## src/rtl/store_ctrl.sv

```systemverilog
// store_ctrl: M-stage store issue controller for an SRAM-like data port.
// Formats SB/SH/SW stores into lane-replicated data plus byte strobes, then
// runs a single-outstanding request/response handshake while stalling the
// pipeline.
// Build option: define STORE_ADES_CHECK_EN to trap misaligned SH/SW as an
// address error instead of silently aligning them.

`ifndef EXE_SB_OP
`define EXE_SB_OP 8'b11101000
`endif
`ifndef EXE_SH_OP
`define EXE_SH_OP 8'b11101001
`endif
`ifndef EXE_SW_OP
`define EXE_SW_OP 8'b11101011
`endif

module store_ctrl (
  input  logic        clk,
  input  logic        rst,
  input  logic        mem_validM,
  input  logic        flushM,
  input  logic [7:0]  alucontrolM,
  input  logic [31:0] aluoutM,
  input  logic [31:0] writedataM,
  output logic        data_req,
  output logic        data_wr,
  output logic [1:0]  data_size,
  output logic [31:0] data_addr,
  output logic [31:0] data_wdata,
  output logic [3:0]  data_wstrb,
  input  logic        data_addr_ok,
  input  logic        data_data_ok,
  output logic        adesM,
  output logic [31:0] badvaddrM,
  output logic        store_stall
);

  localparam int unsigned AW = 32;
  localparam int unsigned DW = 32;
  localparam int unsigned SW = 4;

  typedef enum logic [1:0] {
    IDLE = 2'd0,
    REQ  = 2'd1,
    RESP = 2'd2
  } state_t;

  state_t          state;

  logic            is_sb;
  logic            is_sh;
  logic            is_sw;
  logic            is_store;
  logic            misaligned;
  logic            accept;
  logic [1:0]      fmt_size;
  logic [AW-1:0]   fmt_addr;
  logic [DW-1:0]   fmt_wdata;
  logic [SW-1:0]   fmt_wstrb;

  // Store decode and payload formatting from the raw M-stage operands
  always_comb begin
    is_sb      = 1'b0;
    is_sh      = 1'b0;
    is_sw      = 1'b0;
    fmt_size   = 2'd0;
    fmt_addr   = aluoutM;
    fmt_wdata  = writedataM;
    fmt_wstrb  = 4'b0000;
    case (alucontrolM)
      `EXE_SB_OP: begin
        is_sb     = 1'b1;
        fmt_size  = 2'd0;
        fmt_addr  = aluoutM;
        fmt_wdata = {4{writedataM[7:0]}};
        fmt_wstrb = 4'b0001 << aluoutM[1:0];
      end
      `EXE_SH_OP: begin
        is_sh     = 1'b1;
        fmt_size  = 2'd1;
        fmt_addr  = {aluoutM[AW-1:1], 1'b0};
        fmt_wdata = {2{writedataM[15:0]}};
        fmt_wstrb = aluoutM[1] ? 4'b1100 : 4'b0011;
      end
      `EXE_SW_OP: begin
        is_sw     = 1'b1;
        fmt_size  = 2'd2;
        fmt_addr  = {aluoutM[AW-1:2], 2'b00};
        fmt_wdata = writedataM;
        fmt_wstrb = 4'b1111;
      end
      default: begin
        is_sb = 1'b0;
      end
    endcase
    is_store   = is_sb | is_sh | is_sw;
    misaligned = (is_sh & aluoutM[0]) | (is_sw & (aluoutM[1:0] != 2'b00));
  end

`ifdef STORE_ADES_CHECK_EN
  // Misaligned SH/SW raise an address error and are never issued
  always_comb begin
    adesM     = ~rst & (state == IDLE) & mem_validM & misaligned;
    badvaddrM = adesM ? aluoutM : 32'd0;
    accept    = ~rst & (state == IDLE) & mem_validM & ~flushM & is_store & ~misaligned;
  end
`else
  // Without the check, misaligned stores are issued with truncated addresses
  always_comb begin
    adesM     = 1'b0;
    badvaddrM = 32'd0;
    accept    = ~rst & (state == IDLE) & mem_validM & ~flushM & is_store;
  end
`endif

  // Pipeline hold: acceptance cycle, pending request, or waiting for write done
  always_comb begin
    store_stall = ~rst & (accept | (state == REQ) | ((state == RESP) & ~data_data_ok));
  end

  // Handshake FSM with registered request payload
  always_ff @(posedge clk) begin
    if (rst) begin
      state      <= IDLE;
      data_req   <= 1'b0;
      data_wr    <= 1'b0;
      data_size  <= 2'd0;
      data_addr  <= 32'd0;
      data_wdata <= 32'd0;
      data_wstrb <= 4'd0;
    end else begin
      case (state)
        IDLE: begin
          if (accept) begin
            state      <= REQ;
            data_req   <= 1'b1;
            data_wr    <= 1'b1;
            data_size  <= fmt_size;
            data_addr  <= fmt_addr;
            data_wdata <= fmt_wdata;
            data_wstrb <= fmt_wstrb;
          end
        end
        REQ: begin
          // An accepted request is committed even if a flush arrives with it
          if (data_addr_ok) begin
            data_req <= 1'b0;
            data_wr  <= 1'b0;
            state    <= data_data_ok ? IDLE : RESP;
          end else if (flushM) begin
            data_req <= 1'b0;
            data_wr  <= 1'b0;
            state    <= IDLE;
          end
        end
        RESP: begin
          if (data_data_ok) begin
            state <= IDLE;
          end
        end
        default: begin
          state    <= IDLE;
          data_req <= 1'b0;
          data_wr  <= 1'b0;
        end
      endcase
    end
  end

endmodule

```

## config.mk

```make
export PLATFORM = sky130hd
export DESIGN_NAME = store_ctrl
export DESIGN_NICKNAME = d
export VERILOG_FILES = /design/src/rtl/store_ctrl.sv
export SDC_FILE = /design/constraint.sdc
export NUM_CORES = 1
export LEC_CHECK = 0
export BUFFER_PORTS_ARGS = -buffer_cell sky130_fd_sc_hd__buf_2
export CORE_UTILIZATION = 35
export DETAILED_ROUTE_END_ITERATION = 10
export RECOVER_POWER = 25
export SLEW_MARGIN = 20
export SYNTH_ARGS = -nofsm -noshare
export SYNTH_HDL_FRONTEND = slang
export SYNTH_SLANG_ARGS = --single-unit
```

## constraint.sdc

```tcl
create_clock -name clk -period 3.5 [get_ports clk]
set_input_delay 0.7 -clock clk [delete_from_list [all_inputs] [get_ports clk]]
set_output_delay 0.7 -clock clk [all_outputs]
set_load 0.03 [all_outputs]
```

==> metrics, run 1 <==
outcome finished with violations; failing checks capacitance limit, slew limit; CP bufs+invs 3; delay of the slowest critical-path stage slightly above 800 ps; Die X roughly 100 um; CP top delay family buffers and inverters; synthesis-stage register bit count 73; fraction of layout cells with a size suffix above 1 between 30% and 40%; CTS tree built; final setup violation count 0; total of fill cells in the finished design 1020; Worst EP arrival roughly 2200 ps; io pins 184; TritonRoute pass-1 iters 4; Avg Vias per Cell roughly 4.7; Sum Neg Setup Slack 0 ps; first-pass GRT wire length 14800 um; Tcrit/Tclk final 84.1%; Avg WL per Cell between 10 and 15 um; max cap viols 1; Internal Dissipation between 1 and 1.5 mW; clock sinks 73; Worst Tran Pin Value between 1500 and 2000 ps; worst path cell trace buf_2 > clkbuf_2 > a21oi_1 > buf_2; final clock skew roughly 7.1 ps; DRT iter0 DRCs approximately 140; antenna violations before repair 0; Placed Cells between 600 and 700; Ant. Diodes 0; crit start category input pin; total CTS buffers 9; Syn-to-layout area delta 23.6%; CTS H-tree lvls 3; die area 10900 um^2; peak supply drop about 0.16 mV; Slew headroom -2.08%; layout net count slightly below 600; Period minus WS final between 2000 and 3000 ps; Worst Hold Class flop to flop; Fin. Hold Viols 0; Main synth FF type dfxtp_1; Detailed Place HPWL approximately 6900 um; DRC Markers 0; Comb power frac about a tenth; ys async rst share 0%; R2R setup slack ~1300 ps; slowest CP cell clkbuf_2; Psw approximately 0.43 mW; root buf cell clkbuf_8; Warnings, synthesis 0; clock slew at reported path FFs approximately 80 ps; GR Util All Layers between 10% and 20%; synth unique cells 36; Critical Path Sink Type primary output; largest net degree at the start of global routing 76; number of hold buffers added after CTS 0; Leakage ~2.2 nW; overall routed net length 9520 um; RSZ-0062 raised after global routing false; vias in the first global route around 2900; Placed Instance Area between 4000 and 5000 um^2; Post-CTS Resized 0; postcts setup bufs 0; fmax around 340 MHz; global route total overflow 0; synthesized netlist cell count 373; Final GP Congestion between 0.8 and 0.9; Placement Setup Slack between 700 and 800 ps; initial core utilization approximately 37%; mapped cell area around 3700 um^2; Reg power frac 47.3%; Final Instance Area approximately 4500 um^2; clock share of power a little over two fifths; post-route setup slack approximately 560 ps; Worst Path Required between 2000 and 3000 ps; clock buffer depth 2; CP most frequent cell buf_2; antenna-violating nets left 0; worst-path fanout max 75; # rows 36; Skew-Pair Late Insertion Delay ~330 ps; pwr dens between 300 and 400 nW/um^2; Synth Area per Inst between 9 and 10 um^2; kind of critical path input pin to primary output; Layout Cells excl Fill roughly 650; CORE AREA roughly 10000 um^2; Sw Share 24.4%; port buffer count 150; Post-synth EDFFs 0; sequential area share after synthesis between 30 and 40%; Slew Viols, Final 76; Vert. Die Dim approximately 100 um; via count roughly 3000
## routing by layer
layer | vias to the layer above | share of wire [%] | global-route usage (%)
li1 | 1505 | - | -
met1 | 1367 | 46 | 22.4
met2 | 139 | 44 | 26.3
met3 | 13 | 8.2 | 5.64
met4 | 0 | 1.5 | 5.92
met5 | - | 0 | 0
## worst register-to-register path, stage by stage (launching register included)
cell	delay (ps)
dfxtp_1	360
nor3_2	270
nand3_1	310
or2_2	380
buf_4	320
mux2_4	410
## flip-flops by register name (all words and copies together), names as in the netlist
register and flops:
data_addr 32, data_wdata 32, data_wstrb 4, data_size 2
state 2, data_wr 1
## worst paths after layout
kind                                    from       endpoint  cells past startpoint
worst max register to register      state[1]  data_addr[21]                      5
worst min-delay path            data_addr[0]   data_addr[0]                      1
worst max-delay path                     rst    store_stall                      4
worst min register to register  data_addr[0]   data_addr[0]                      1
## cells by family after synthesis
group / Yosys count / synth area share, %
buf+inv: 65 / 11.5
simple gates: 90 / 15.0
mux: 54 / 18.9
compound gates: 90 / 14.5
flops: 73 / 39.9
other cells: 1 / 0.102
## final cells by class
type / count / area (um^2) / share of cell area (%)
Tap cell: 133 / 166 / 3.68
Sequential cell: 73 / 1460 / 32.3
Inverter: 3 / 11.3 / 0.249
Timing Repair Buffer: 157 / 757 / 16.7
Clock buffer: 12 / 155 / 3.43
Clock inverter: 4 / 75.1 / 1.66
Multi-Input combinational cell: 267 / 1900 / 42.0
## cell usage in the layout (no fill, tap or decap), types with 2 or more instances in the layout
cell and count:
nand2b_1 17, o21ai_1 4, a21oi_1 28, mux2_2 10, clkbuf_8 11, nand3b_1 3, nor2b_1 46, inv_1 3
mux2i_1 16, bufinv_16 2, o21ai_0 27, buf_2 115, a211oi_1 8, o31ai_1 9, nand2_1 4, nand3_1 10
mux2_4 28, o21a_1 9, clkbuf_1 36, nor3_1 2, buf_4 6, dfxtp_1 73, conb_1 33, clkinvlp_4 2
## through the flow
stage	hold WS, ps	power [mW]	utilization, %
6_report	469	1.76	45.5
5_1_grt	498	1.84	45.5
4_1_cts	474	1.78	45.9
3_5_place_dp	453	1.03	43.6
3_3_place_gp	445	1.02	43.6
2_1_floorplan	537	0.988	-
## cell usage after synthesis, drive strengths merged, types with 2 or more instances
library cell,number,area [um^2]
nand3,10,50.1
o21a,9,67.6
buf,49,362
nor2,2,10.0
a211oi,8,60.1
nand3b,3,22.5
nor3,3,20.0
mux2,38,533
mux2i,16,160
o31ai,9,67.6
nor2b,46,288
dfxtp,73,1460
clkbuf,13,48.8
inv,3,11.3
o21ai,31,155
nand2,4,15.0
nand2b,17,106
a21oi,28,140
## power groups by stage
stage,registers (mW),clock network (mW),logic (mW)
floorplan,0.854,0,0.134
global placement,0.851,0,0.171
detailed placement,0.851,0,0.174
CTS,0.832,0.776,0.175
global route,0.832,0.814,0.189
finish,0.832,0.753,0.175
Note: power is estimated with default switching activity, not from simulation.
==> run 2, diff against run 1 <==
- ABC_AREA: unset -> 1
- PLACE_DENSITY: unset -> 0.67
- clock period: 3.5 -> 2.4 ns (I/O delays scaled with it)
==> run 2 against run 1 <==
The run now ends clean. Routed wire length grew 0.78%. Cell count rose by 18%. Clock power is 46% higher. Final area is 4.3% lower. First-iteration DRC count grew 32%. Critical path depth is 4 higher. Hold slack worse by 150 ps. Area after synthesis decreased by 5.8%. Critical path type is now flop to primary output. Largest cell class unchanged.
==> metrics, run 2 <==
peak supply drop 0.290 mV (was 0.160 mV); root buf cell clkbuf_8 (unchanged); worst-path fanout max 3 (was 75); Sum Neg Setup Slack 0 ps (unchanged); R2R setup slack 690 ps (was 1330 ps); sequential area share after synthesis 42.4% (was 39.9%); antenna violations before repair 0 (unchanged); Layout Cells excl Fill 766 (was 649); worst path cell trace inv_1 > nand2_1 > nor2_1 > nand3_2 > nor2_4 > nor2_1 > nor2_1 > buf_2 (was buf_2 > clkbuf_2 > a21oi_1 > buf_2); CP top delay family simple AND/OR/NAND/NOR gates (was buffers and inverters); Vert. Die Dim 101 um (was 104 um); Worst Tran Pin Value 511 ps (was 1530 ps); CP bufs+invs 2 (was 3); kind of critical path flop to primary output (was input pin to primary output); GR Util All Layers 19.1% (was 17.2%); Internal Dissipation 1.88 mW (was 1.33 mW); TritonRoute pass-1 iters 5 (was 4); hold slack final 322 ps (was 469 ps); Synth Area in Simple Gates 32.9% (was 15.0%); crit path launch state[0] (was rst); vias in the first global route 3256 (was 2877); synthesized netlist cell count 495 (was 373); CORE AREA 9370 um^2 (was 9950 um^2); Psw 0.663 mW (was 0.429 mW); pwr dens 587 nW/um^2 (was 389 nW/um^2); Warnings, synthesis 0 (unchanged); total CTS buffers 9 (unchanged); final clock skew 16.1 ps (was 7.08 ps); most common cell after layout, fill and taps aside nand2_1 (was buf_2); Worst EP arrival 1600 ps (was 2240 ps); outcome finished clean (was finished with violations); first-pass GRT wire length 15300 um (was 14800 um); area share of the largest cell type after synthesis 42.4% (was 39.9%); global route total overflow 0 (unchanged); total power draw 2.54 mW (was 1.76 mW); hold_sp aluoutM[16] (was data_addr[0]); layout net count 710 (was 589); clock sinks 73 (unchanged); clock share of power 43.1% (was 42.8%); post-route setup slack 320 ps (was 556 ps); top cell type by total area after synthesis dfxtp_1 (unchanged); final setup violation count 0 (unchanged); Tcrit/Tclk final 86.7%; Hold Path Depth 3 (was 1); DRC Markers 0 (unchanged); slowest CP cell dfxtp_1 (was clkbuf_2); Die X 101 um (was 104 um); Comb power frac 9.2% (was 9.9%); RSZ-0062 raised after global routing false (unchanged); CTS tree built (unchanged); Skew-Pair Late Insertion Delay 360 ps (was 330 ps); synth unique cells 23 (was 36); max cap viols 0 (was 1); Final Util 46.2% (was 45.5%); initial core utilization 36.8% (about the same); clock buffer depth 2 (unchanged); mapped cell area 3450 um^2 (was 3660 um^2); die area 10300 um^2 (was 10900 um^2); Post-CTS Resized 0 (unchanged); Avg WL per Cell 12.5 um (was 14.7 um); delay of the slowest critical-path stage 330 ps (was 810 ps); post-synthesis mux area share 0% (was 18.9%); Post-synth top cells nand2_1 (134), nor2_1 (74), dfxtp_1 (73) (was dfxtp_1 (73), nor2b_1 (46), buf_4 (37)); Slew Viols, Final 0 (was 76); Sw Share 26.1% (was 24.4%); post-synthesis xor/xnor area fraction 0% (unchanged); Ant. Diodes 0 (unchanged); Reg2Reg Launch Point state[0] (was state[1]); Placement Setup Slack 361 ps (was 743 ps); postcts setup bufs 0 (unchanged); Worst Path Required 1920 ps (was 2800 ps); via count 3558 (was 3024); Synth Area in Compound Gates 11.2% (was 14.5%); antenna-violating nets left 0 (unchanged); fmax approximately 480 MHz; Reg power frac 47.7% (was 47.3%); CP most frequent cell nor2_1 (was buf_2); Slew headroom 65.8% (was -2.08%); clock slew at reported path FFs 90 ps (was 80 ps); Syn-to-layout area delta 25.6% (was 23.6%); Main synth FF type dfxtp_1 (unchanged); Placed Instance Area 4150 um^2 (was 4340 um^2); Avg Vias per Cell 4.64 (was 4.66); Critical Path Sink Type primary output (unchanged); Detailed Place HPWL 6960 um (was 6890 um); commonest cells after routing, fill and taps aside nand2_1 (134), buf_2 (115), nor2_1 (74), dfxtp_1 (73), nand3_1 (55) (was buf_2 (115), dfxtp_1 (73), nor2b_1 (46), clkbuf_1 (36), conb_1 (33)); # rows 35 (was 36); largest cells by area after synthesis dfxtp_1 (42%), nand2_1 (15%), buf_4 (8.3%) (was dfxtp_1 (40%), mux2_4 (11%), nor2b_1 (7.9%)); Post-synth EDFFs 0 (unchanged); Final GP Congestion 0.830 (was 0.808); Worst Hold Class input pin to flop (was flop to flop); Synth Area per Inst 6.97 um^2 (was 9.82 um^2); ys async rst share 0% (unchanged); port buffer count 150 (unchanged); Placed Cells 750 (was 633); most numerous cell in the Yosys netlist nand2_1 (was dfxtp_1); Final Instance Area 4330 um^2 (was 4520 um^2); crit start category flop (was input pin); Fin. Hold Viols 0 (unchanged); Hold Crit Endpoint data_addr[16] (was data_addr[0]); post-synthesis adder-cell area fraction 0% (unchanged); fraction of layout cells with a size suffix above 1 23.5% (was 34.5%); synthesis-stage register bit count 73 (unchanged); Largest regs data_addr: 32 flops, data_wdata: 32 flops, data_wstrb: 4 flops (unchanged); largest net degree at the start of global routing 104 (was 76); io pins 184 (unchanged); CTS H-tree lvls 3 (unchanged); largest family of logic cells by synthesized area simple AND/OR/NAND/NOR gates (was multiplexers); Period minus WS final 2080 ps; number of hold buffers added after CTS 0 (unchanged); R2R depth 9 (was 5); DRT iter0 DRCs 178 (was 135); Leakage 2.11 nW (was 2.18 nW); overall routed net length 9600 um (was 9520 um); R2R Path End data_wdata[26] (was data_addr[21])
-- run 2: worst max path at each step --
stage                   to  slack, ps  depth (start not counted)
6_report       store_stall        320                          8
5_1_grt        store_stall        180                          8
2_1_floorplan  store_stall        280                          7
3_3_place_gp   store_stall        370                          9
4_1_cts        store_stall        290                          8
3_5_place_dp   store_stall        360                          9
-- run 2: logic make-up (layout without fill, tap and decap cells) --
logic type | count (synthesis) | after routing
AOI/OAI and AO/OA | 71 | 71
buffers and inverters | 77 | 187
other | 1 | 33
DFF | 73 | 73
and+or+nand+nor | 273 | 273
-- run 2: layer usage --
layer	routed length, um	track usage [%]	part of all wire [%]	vias to the layer above
met5	0	0	0	-
met4	140	7.92	1.5	0
met3	650	4.00	6.8	14
met2	4650	31.9	48	137
met1	4150	23.9	43	1607
li1	-	-	-	1800
-- run 2: power groups by stage --
stage                     sequential [mW]  clock, mW  combinational (mW)
after floorplan                      1.25          0               0.174
after global placement               1.24          0               0.231
after detailed placement             1.24          0               0.231
after CTS                            1.21       1.12               0.232
after global routing                 1.21       1.16               0.255
final                                1.21       1.10               0.233
-- run 2: final cells by class --
class / instances / area, um^2
Fill cell: 988 / 5040
Multi-Input combinational cell: 377 / 1650
Sequential cell: 73 / 1460
Timing Repair Buffer: 157 / 785
Tap cell: 129 / 161
Clock buffer: 9 / 124
Clock inverter: 7 / 100
Inverter: 14 / 52.6
-- run 2: tightest hold or removal path: stages --
cell and delay (ps):
buf_2 80, nand2_1 40, o21ai_1 50
==> run 3, diff against run 2 <==
- CORE_MARGIN: unset -> 4
==> run 3 against run 2 <==
Worst setup slack improved by 23 ps. Flip-flop and latch count stayed put. Utilization down 0.37 points. Cell count fell by 0.13%. Hold slack better by 7.0 ps. Register-to-register slack hardly changed. Largest power group unchanged. Combinational power about the same. Clock power fell by 5%.
==> metrics, run 3 (synthesis gave the netlist of run 2 again) <==
Fin. Hold Viols 0 (unchanged); vias in the first global route 3282 (was 3256); Placed Instance Area 4150 um^2 (unchanged); hold slack final 329 ps (was 322 ps); antenna violations before repair 1 (was 0); Period minus WS final 2060 ps (was 2080 ps); fraction of layout cells with a size suffix above 1 23.3% (was 23.5%); io pins 184 (unchanged); post-route setup slack 343 ps (was 320 ps); final setup violation count 0 (unchanged); Syn-to-layout area delta 25.2% (was 25.6%); final clock skew 8.08 ps (was 16.1 ps); worst-path fanout max 3 (unchanged); DRT iter0 DRCs 199 (was 178); postcts setup bufs 0 (unchanged); fmax 486 MHz (was 481 MHz); Die X 107 um (was 101 um); layout net count 710 (unchanged); CTS tree built (unchanged); largest net degree at the start of global routing 104 (unchanged); CORE AREA 9420 um^2 (was 9370 um^2); Sum Neg Setup Slack 0 ps (unchanged); overall routed net length 10000 um (was 9600 um); number of hold buffers added after CTS 0 (unchanged); Worst Path Required 1920 ps (about the same); Leakage 2.09 nW (was 2.11 nW); Ant. Diodes 0 (unchanged); kind of critical path flop to primary output (unchanged); Hold Path Depth 3 (unchanged); die area 11500 um^2 (was 10300 um^2); commonest cells after routing, fill and taps aside nand2_1 (134), buf_2 (115), nor2_1 (74), dfxtp_1 (73), nand3_1 (55) (unchanged); CP Depth 8 (unchanged); Largest regs data_addr: 32 flops, data_wdata: 32 flops, data_wstrb: 4 flops (unchanged); peak supply drop 0.293 mV (was 0.290 mV); first-pass GRT wire length 15900 um (was 15300 um); Skew-Pair Late Insertion Delay 340 ps (was 360 ps); TritonRoute pass-1 iters 4 (was 5); CP most frequent cell nor2_1 (unchanged); port buffer count 150 (unchanged); Worst EP arrival 1580 ps (was 1600 ps); CP top delay family simple AND/OR/NAND/NOR gates (unchanged); R2R depth 9 (unchanged); most common cell after layout, fill and taps aside nand2_1 (unchanged); Layout Cells excl Fill 765 (was 766); max cap viols 0 (unchanged); Avg WL per Cell 13.1 um (was 12.5 um); slowest CP cell dfxtp_1 (unchanged); Final Util 45.8% (was 46.2%); Placement Setup Slack 366 ps (was 361 ps); delay of the slowest critical-path stage 320 ps (was 330 ps); clock slew at reported path FFs 80 ps (was 90 ps); Tcrit/Tclk final 85.7% (was 86.7%); total CTS buffers 9 (unchanged); worst path cell trace inv_1 > nand2_1 > nor2_1 > nand3_2 > nor2_4 > nor2_1 > nor2_1 > buf_2 (unchanged); RSZ-0062 raised after global routing false (unchanged); clock buffer depth 2 (unchanged); via count 3537 (was 3558); CP bufs+invs 2 (unchanged); Placed Cells 750 (unchanged); antenna-violating nets left 0 (unchanged); total power draw 2.49 mW (was 2.54 mW); root buf cell clkbuf_8 (unchanged); Final Instance Area 4320 um^2 (was 4330 um^2); CTS H-tree lvls 3 (unchanged); GR Util All Layers 17.3% (was 19.1%); pwr dens 576 nW/um^2 (was 587 nW/um^2); Vert. Die Dim 107 um (was 101 um); # rows 35 (unchanged); initial core utilization 36.6% (was 36.8%); Critical Path Sink Type primary output (unchanged); Avg Vias per Cell 4.62 (was 4.64); global route total overflow 0 (unchanged); Post-CTS Resized 0 (unchanged); clock sinks 73 (unchanged); outcome finished clean (unchanged); crit start category flop (unchanged); DRC Markers 0 (unchanged); Worst Hold Class input pin to flop (unchanged); Slew Viols, Final 0 (unchanged); Final GP Congestion 0.859 (was 0.830); Detailed Place HPWL 7580 um (was 6960 um)
run 3: cell types whose count changed in the layout (fill, tap and decap cells not counted), sizes merged:
cell | previous run | this run
clkinvlp | 0 | 1
inv | 16 | 14
clkbuf | 44 | 45
clkinv | 3 | 2
run 3: final cells by class:
class,instances,area (um^2)
Inverter,14,52.6
Sequential cell,73,1460
Tap cell,129,161
Multi-Input combinational cell,377,1650
Clock inverter,5,81.3
Clock buffer,10,128
Fill cell,1034,5100
Timing Repair Buffer,157,785
run 3: layer usage:
metal  up-vias  share of wire (%)  GRT usage (%)
met5         -               0.18              0
met2       144                 47           27.7
met4         2                2.2           6.76
met3        23                8.7           5.28
met1      1580                 42           21.7
li1       1788                  -              -
run 3: where the power goes:
group	leakage (nW)	switching, mW	internal (mW)
Clock	0.102	0.457	0.580
Sequential	0.588	0.00109	1.21
Combinational	1.40	0.163	0.0722
run 3: worst paths after layout:
kind,slack (ps),end,startpoint
worst min-delay path,330,data_addr[11],aluoutM[11]
worst max register to register,700,data_size[0],state[0]
worst min register to register,470,data_addr[27],data_addr[27]
worst max-delay path,340,store_stall,state[0]
run 3: worst min-delay path, cell delays in order:
cell,delay (ps)
buf_2,70
nand2_1,40
o21ai_0,50
